--- src/rtl/iob_2p_mem.sv ---
// Two-port storage for iob_2p_fifo: one write port, one read port with read enable.
// USE_RAM=1 models a RAM macro whose read register has no reset (masked to zero until first read).
module iob_2p_mem #(
  parameter int DATA_W  = 8,
  parameter int ADDR_W  = 4,
  parameter int USE_RAM = 0
) (
  input  logic              clk,
  input  logic              rst,
  input  logic              w_en,
  input  logic [ADDR_W-1:0] w_addr,
  input  logic [DATA_W-1:0] w_data,
  input  logic              r_en,
  input  logic [ADDR_W-1:0] r_addr,
  output logic [DATA_W-1:0] r_data
);
  logic [DATA_W-1:0] mem_q [2**ADDR_W];

  always_ff @(posedge clk) begin
    if (w_en) mem_q[w_addr] <= w_data;
  end

  if (USE_RAM != 0) begin : g_ram
    logic [DATA_W-1:0] rd_q;
    logic              rd_vld_q;
    always_ff @(posedge clk) begin
      if (r_en) rd_q <= mem_q[r_addr];
    end
    // Macro output register has no reset, so hide its contents until the first read.
    always_ff @(posedge clk) begin
      if (rst)       rd_vld_q <= 1'b0;
      else if (r_en) rd_vld_q <= 1'b1;
    end
    assign r_data = rd_vld_q ? rd_q : '0;
  end else begin : g_reg
    logic [DATA_W-1:0] rd_q;
    always_ff @(posedge clk) begin
      if (rst)       rd_q <= '0;
      else if (r_en) rd_q <= mem_q[r_addr];
    end
    assign r_data = rd_q;
  end
endmodule

--- src/rtl/iob_2p_fifo.sv ---
// Single-clock FIFO over iob_2p_mem with pointers, level and full/empty flags.
// Define IOB_2P_FIFO_FWFT_EN for first-word-fall-through output.
module iob_2p_fifo #(
  parameter int DATA_W  = 8,
  parameter int ADDR_W  = 4,
  parameter int USE_RAM = 0
) (
  input  logic              clk,
  input  logic              rst,
  input  logic              w_en,
  input  logic [DATA_W-1:0] data_in,
  output logic              full,
  input  logic              r_en,
  output logic [DATA_W-1:0] data_out,
  output logic              empty,
  output logic [ADDR_W:0]   level
);
  localparam int DEPTH = 2**ADDR_W;
  localparam int LVL_W = ADDR_W + 1;

  logic [ADDR_W-1:0] wr_ptr_q, wr_ptr_d, rd_ptr_q, rd_ptr_d;
  logic [LVL_W-1:0]  level_q, level_d;
  logic              wr_acc, rd_acc, mem_rd;
  logic [DATA_W-1:0] mem_rdata;

  assign full   = (level_q == LVL_W'(DEPTH));
  assign level  = level_q;
  assign wr_acc = w_en && !full;
  assign rd_acc = r_en && !empty;

  always_comb begin
    level_d  = level_q;
    case ({wr_acc, rd_acc})
      2'b10:   level_d = level_q + LVL_W'(1);
      2'b01:   level_d = level_q - LVL_W'(1);
      default: level_d = level_q;
    endcase
    wr_ptr_d = wr_ptr_q + ADDR_W'(wr_acc);
    rd_ptr_d = rd_ptr_q + ADDR_W'(mem_rd);
  end

  always_ff @(posedge clk) begin
    if (rst) begin
      wr_ptr_q <= '0;
      rd_ptr_q <= '0;
      level_q  <= '0;
    end else begin
      wr_ptr_q <= wr_ptr_d;
      rd_ptr_q <= rd_ptr_d;
      level_q  <= level_d;
    end
  end

`ifdef IOB_2P_FIFO_FWFT_EN
  // Prefetch path: RAM read register (mid stage) feeds the head-word register.
  logic [LVL_W-1:0]  mem_cnt_q, mem_cnt_d;
  logic              mid_vld_q, mid_vld_d, out_vld_q, out_vld_d, mid_adv;
  logic [DATA_W-1:0] out_q, out_d;

  always_comb begin
    mid_adv   = mid_vld_q && (!out_vld_q || rd_acc);
    mem_rd    = (mem_cnt_q != '0) && (!mid_vld_q || mid_adv);
    mem_cnt_d = mem_cnt_q + LVL_W'(wr_acc) - LVL_W'(mem_rd);
    mid_vld_d = mem_rd || (mid_vld_q && !mid_adv);
    out_vld_d = mid_adv || (out_vld_q && !rd_acc);
    out_d     = mid_adv ? mem_rdata : out_q;
  end

  always_ff @(posedge clk) begin
    if (rst) begin
      mem_cnt_q <= '0;
      mid_vld_q <= 1'b0;
      out_vld_q <= 1'b0;
      out_q     <= '0;
    end else begin
      mem_cnt_q <= mem_cnt_d;
      mid_vld_q <= mid_vld_d;
      out_vld_q <= out_vld_d;
      out_q     <= out_d;
    end
  end

  assign empty    = !out_vld_q;
  assign data_out = out_q;
`else
  assign mem_rd   = rd_acc;
  assign empty    = (level_q == '0);
  assign data_out = mem_rdata;
`endif

  iob_2p_mem #(
    .DATA_W (DATA_W),
    .ADDR_W (ADDR_W),
    .USE_RAM(USE_RAM)
  ) u_mem (
    .clk   (clk),
    .rst   (rst),
    .w_en  (wr_acc),
    .w_addr(wr_ptr_q),
    .w_data(data_in),
    .r_en  (mem_rd),
    .r_addr(rd_ptr_q),
    .r_data(mem_rdata)
  );
endmodule

--- config.mk ---
export PLATFORM = sky130hd
export DESIGN_NAME = iob_2p_fifo
export DESIGN_NICKNAME = d
export VERILOG_FILES = /design/src/rtl/iob_2p_mem.sv /design/src/rtl/iob_2p_fifo.sv
export SDC_FILE = /design/constraint.sdc
export NUM_CORES = 1
export LEC_CHECK = 0
export ABC_AREA = 1
export BUFFER_PORTS_ARGS = -buffer_cell sky130_fd_sc_hd__buf_4
export CAP_MARGIN = 30
export CORE_UTILIZATION = 55
export CTS_CLUSTER_SIZE = 12
export DETAILED_ROUTE_END_ITERATION = 10
export HOLD_SLACK_MARGIN = 0.12
export MAX_ROUTING_LAYER = met4
export PLACE_DENSITY = 0.85
export SLEW_MARGIN = 20
export SYNTH_ARGS = -nofsm -noshare
export SYNTH_HDL_FRONTEND = slang
export SYNTH_HIERARCHICAL = 1
export SYNTH_SLANG_ARGS = --single-unit
--- constraint.sdc ---
create_clock -name clk -period 1.83 [get_ports clk]
set_input_delay 0.0915 -clock clk [delete_from_list [all_inputs] [get_ports clk]]
set_output_delay 0.0915 -clock clk [all_outputs]
set_load 0.01 [all_outputs]
Word-level counts from Yosys, hierarchy flattened
Memories as Yosys holds them, arrays and structs flattened. A register that Yosys moved wholly into a read port is not among the register bits.
Cells that the tools add are included.
{ "word_totals": {"in_bits": 12, "romBits": 0, "reg_bits": 13, "word_cells": 20, "out_inout_bits": 15, "latchBits": 0, "mem_count": 1, "ram_bits": 128} }
{ "memory_table": {"columns": ["name", "words", "word_bits", "read_ports", "rd_clocked_by_memory_dff", "wr", "line", "text"], "rows": [
  ["u_mem.mem_q", 16, 8, 1, 1, 1, "iob_2p_mem.sv:17", "logic [DATA_W-1:0] mem_q [2**ADDR_W];"]
]} }
{ "op_classes": {"bitwise_logic": 0, "n_eq_ne": 3, "div": 0, "order_cmp": 0, "muxes": 3, "shifts": 0, "add_sub_neg": 4, "n_mul": 0, "n_reduce_logical": 6} }
{ "ops": {"columns": ["operator", "n"], "rows": [
  ["5-bit case mux with 2 select lines", 1],
  ["4-bit by 1-bit adder with 4-bit output", 2],
  ["5-bit by 1-bit adder with 5-bit output, second input constant", 1],
  ["5-bit == test, second input constant", 1],
  ["5-bit logical NOT", 1],
  ["5-bit by 1-bit subtractor with 5-bit output, second input constant", 1],
  ["2-bit by 1-bit == test with 1-bit output, second input constant", 1],
  ["2-bit == test, second input constant", 1],
  ["1-bit logical AND", 2],
  ["1-bit logical NOT", 2],
  ["1-bit two-way mux", 2],
  ["2-bit nonzero test", 1]
]} }

Logic depth before layout (Yosys ltp)
{ "logic_depth": {"word_depth": 5, "depth_mapped": 15, "ltp_nobuf": 15} }

By module
Netlist, hierarchy kept.
{ "modules_own_cells": {"columns": ["module", "n_inst", "seq_area_each_um2", "area_each_um2", "cells_each"], "rows": [
  ["iob_2p_mem", 1, 4003.8, 5577.8, 490],
  ["iob_2p_fifo", 1, 260.2, 715.7, 93]
]} }

Worst setup path before layout
No wires, ideal clock.
{ "synth_path": {"path_type": "flip-flop to flip-flop", "start": "register level_q[1], in the netlist level[1]", "end": "register level_q[4], in the netlist level[4]", "path_slack_ps": -122, "stages_incl_launch_ff": 15, "arrival_time_ps": 1843, "path_buffers": 0, "required_time_ps": 1721, "setup_ps": 109, "period_less_slack_ps": 1952, "cell_sequence": "dfxtp_1 -> inv_1 -> nand4_2 -> o21ai_2 -> ha_1 -> inv_1 -> fa_1 -> inv_1 -> nand2_1 -> nand2_1 -> nand2_1 -> nand2_1 -> nand3_1 -> nand2_1 -> inv_1"} }
{ "synth_via": {"elab_chain_cells": 5, "word_cells_on_any_way": 12, "cone_classes": "add/sub (2); eq/ne (3); mux (1); reduce/logical (6)"} }
{ "synth_lines": {"columns": ["element", "line", "text"], "rows": [
  ["start: declaration", "iob_2p_fifo.sv:22", "logic [LVL_W-1:0] level_q, level_d;"],
  ["start signal: assignment", "iob_2p_fifo.sv:50", "level_q <= level_d;"],
  ["5-bit == test or 5-bit logical NOT (tied branches)", "iob_2p_fifo.sv:26, iob_2p_fifo.sv:87", null],
  ["1-bit logical NOT (on tied branches)", "iob_2p_fifo.sv:28, iob_2p_fifo.sv:29", null],
  ["1-bit logical AND (on tied branches)", "iob_2p_fifo.sv:28, iob_2p_fifo.sv:29", null],
  ["2-bit by 1-bit == test with 1-bit output or 2-bit == test (tied branches)", "iob_2p_fifo.sv:33", "case ({wr_acc, rd_acc})"],
  ["5-bit case mux with 2 select lines or 2-bit nonzero test (tied branches)", null, null]
]} }
Several ways; a longest one is shown, not always the timed one.
A chain may end at the register's enable or synchronous reset.

Final worst setup path
{ "layout_path": {"start": "register level_q[2], in the netlist level[2]", "end": "register level_q[4], in the netlist level[4]"} }
Same word-level chain as after synthesis.

==> metrics <==
status=finished with violations; failing checks=negative setup slack; Hold Path Origin=w_en; Layout Nets=669; Longest Clk Path Bufs=2; f_max=0.4952 GHz; PD cells=1538 nW/um2; share of the synthesized area in the top cell type=61.07%; Slew @ Worst Pin=~0.56 ns; FF-to-FF setup slack=-0.19 ns; Worst Setup End Kind=register; root buf cell=clkbuf_16; die area=11,870 um2; number of global-route vias before repair=4,660; Setup crit start kind=register; Residual DRC=0; Final setup viols=3; crit path max fanout=5; via count=4,780; mean number of vias per cell=about 6; LEAKAGE=between 0.003 and 0.004 uW; total CTS buffers=17; Wirelength per Cell=20.07 um; syn_nets=604; Setup TNS=-0.4002 ns; maximum vdd drop=1.293 mV; total grt overflow=0; core area=roughly 11,000 um2; Sw Ratio=34.18%; worst relative slew slack=62.51%; row count=38; Hold Crit Depth=5; # diodes=0; I/O pins=27; CTS tree=done; combinational group share of total power=33.2%; Critical R2R Capture=level[4]$_SDFFE_PP0P_; sequential standard cell area=4274 um2; crit path DAT=between 2 and 2.5 ns; total wire length=16,070 um; first-pass GRT wire length=24,360 um; Min-Delay Path Class=primary input to register; initial antenna violation count=0; proportion of synthesized chip area in sequential cells=67.75%; largest net degree at the start of global routing=65; # H-tree levels=4; Yosys reg bits=~150; Post-Route Utilization=68.98%; Critical R2R Launch=level[2]$_SDFFE_PP0P_; multi-input logic area=about 1800 um2; final hold violations=0; # clock sinks=149; Flop pwr share=between 30% and 40%; port bufs=26; Mapped Area=around 6300 um2; part of the power in the clock network=31.5%; Avg Cell Area, Syn=between 10 and 15 um2; RSZ-0062 raised after global routing=true; Pint=7667 uW; Tcrit/Tclk final=110.3%; 1st-iter DRT viols=680; min Tclk post-route=2.019 ns; Crit Path Category=register to register; sw power=3982 uW; DRT Pass-1 Iters=5; Post-DRT Antenna Nets=0; Die W=between 100 and 150 um; synth top area cells=edfxtp_1, nand2_1, nand3_1; Area Growth Syn to Fin=20.38%; Setup Skew=0.01171 ns; synthesis warning total=6; Placement Setup Slack=-0.1313 ns; Hold Crit Endpoint=level[2]$_SDFFE_PP0P_; Filler cells=694; clk_lat worst skew=0.42 ns; ratio of cells with drive above 1 in the final layout=19.21%; Final WS setup=-0.1894 ns; Maximum Capacitance Violations=0; PnR Total Power=~12,000 uW; required time of the worst setup path=2.15 ns; Tot GR Track Use=29.89%; Synth cell types=25; Clock Pin Slew Worst Setup and Hold Paths=0.07 ns; DPL Wire Length=8533 um; R2R depth=14; placer congestion estimate=a little under 0.9; Initial Util=57.30%; Mapped Cells=~580; Synth area leader=edfxtp_1; Hold Slack=between 0.2 and 0.25 ns; Final Slew Violations=0; Die Ht=~110 um
==> worst max-delay path, cell delays in order (launching register included) <==
cell and delay (ns):
dfxtp_4 0.36, inv_4 0.06, nand4_4 0.15, o21ai_4 0.22
ha_4 0.21, inv_4 0.05, fa_2 0.36, inv_2 0.07
nand2_2 0.05, nand2_2 0.06, nand2_1 0.06, nand2_1 0.06
nand3_1 0.07, nand2_1 0.08, inv_1 0.05
==> power by group through the flow <==
stage,clock network [uW],registers (uW),logic [uW]
floorplan,0,4190,2200
global placement,0,4140,3130
detailed placement,0,4150,3280
CTS,3670,4090,3500
global route,3800,4130,4180
finish,3670,4110,3870
==> cells in the final DEF (no fill, tap or decap) <==
| master | n |
|---|---|
| edfxtp_1 | 128 |
| a21oi_1 | 6 |
| clkinv_2 | 2 |
| clkinv_4 | 1 |
| dfxtp_1 | 15 |
| a211oi_1 | 1 |
| fa_2 | 1 |
| nand4_4 | 1 |
| dfxtp_4 | 1 |
| nand3_1 | 110 |
| nor2_1 | 44 |
| inv_1 | 19 |
| dfxtp_2 | 5 |
| inv_2 | 11 |
| nand2_1 | 186 |
| o21ai_2 | 2 |
| nand2_2 | 4 |
| buf_12 | 2 |
| buf_4 | 63 |
| clkbuf_1 | 2 |
| o21ai_4 | 1 |
| inv_4 | 4 |
| nand3b_1 | 3 |
| or2_0 | 2 |
| bufinv_16 | 2 |
| xnor2_1 | 3 |
| clkbuf_16 | 20 |
| dlygate4sd3_1 | 9 |
| or2_1 | 2 |
| clkbuf_8 | 1 |
| inv_6 | 2 |
| ha_1 | 4 |
| ha_4 | 3 |
| ha_2 | 1 |
==> flip-flops by register name, summed over array words and instances, names as in the netlist <==
register	cells
u_mem/r_data	8
u_mem/mem_q	128
level	5
wr_ptr_q	4
rd_ptr_q	4
==> logic make-up (layout without fill, tap and decap cells) <==
group                    after synthesis  count (layout)  synth area share (%)
buffers and inverters                 60             138                 5.288
XOR/XNOR                               3               3                0.4176
AO/OA/AOI/OAI                         10              10                0.8946
flip-flops                           149             149                 67.75
AND/OR/NAND/NOR                      352             352                 23.74
adder cells (fa/ha/maj)                9               9                 1.909
==> layout make-up <==
cell class | instances | share of cell area, %
Clock buffer | 23 | 6.887
Clock inverter | 9 | 1.437
Inverter | 32 | 1.652
Multi-Input combinational cell | 374 | 23.34
Sequential cell | 149 | 56.42
Tap cell | 140 | 2.312
Timing Repair Buffer | 74 | 7.960
==> what timing repair did <==
item | 4_1_cts | 5_1_grt
endpoints found under the hold margin | 145 | 0
setup buffers | 4 | 5
endpoints found under the setup margin | 4 | 6
hold buffers | 9 | 0
resized for setup | 8 | 9
pin swaps | 4 | 6
==> synthesized netlist by cell type <==
cell,number
nand2_1,188
edfxtp_1,128
nand3_1,110
nor2_1,44
inv_1,24
dfxtp_1,21
buf_2,11
buf_6,10
ha_1,8
inv_2,8
a21oi_1,6
buf_4,5
nand3b_1,3
xnor2_1,3
nand2_2,2
or2_0,2
or2_1,2
a211oi_1,1
buf_1,1
clkbuf_1,1
fa_1,1
nand4_2,1
o21ai_0,1
o21ai_1,1
o21ai_2,1
==> worst max path at each step <==
stage                          start                     to  slack [ns]  depth (start not counted)
5_1_grt        level[2]$_SDFFE_PP0P_  level[4]$_SDFFE_PP0P_       -0.26                         14
3_5_place_dp   level[3]$_SDFFE_PP0P_  level[4]$_SDFFE_PP0P_       -0.13                         14
6_report       level[2]$_SDFFE_PP0P_  level[4]$_SDFFE_PP0P_       -0.19                         14
4_1_cts        level[0]$_SDFFE_PP0P_  level[4]$_SDFFE_PP0P_       -0.09                         14
3_3_place_gp   level[3]$_SDFFE_PP0P_  level[4]$_SDFFE_PP0P_       -0.03                         14
2_1_floorplan  level[1]$_SDFFE_PP0P_  level[4]$_SDFFE_PP0P_      0.0007                         14
==> stage by stage <==
stage / cells / cell area, um2
detailed placement: 752 / 6729
CTS: 797 / 7505
finish: 801 / 7576
global route: 801 / 7576
global placement: 752 / 6729
floorplan: 583 / 6312
==> routing by layer <==
layer	wire [um]	vias up	part of all wire, %	GRT usage [%]
met5	0	-	0	-
met3	1360	90	8.5	6.396
met1	5771	2258	36	34.65
li1	-	2108	-	-
met2	7954	324	49	47.53
met4	987	0	6.1	18.63
Power figures use the tool's default switching activity.
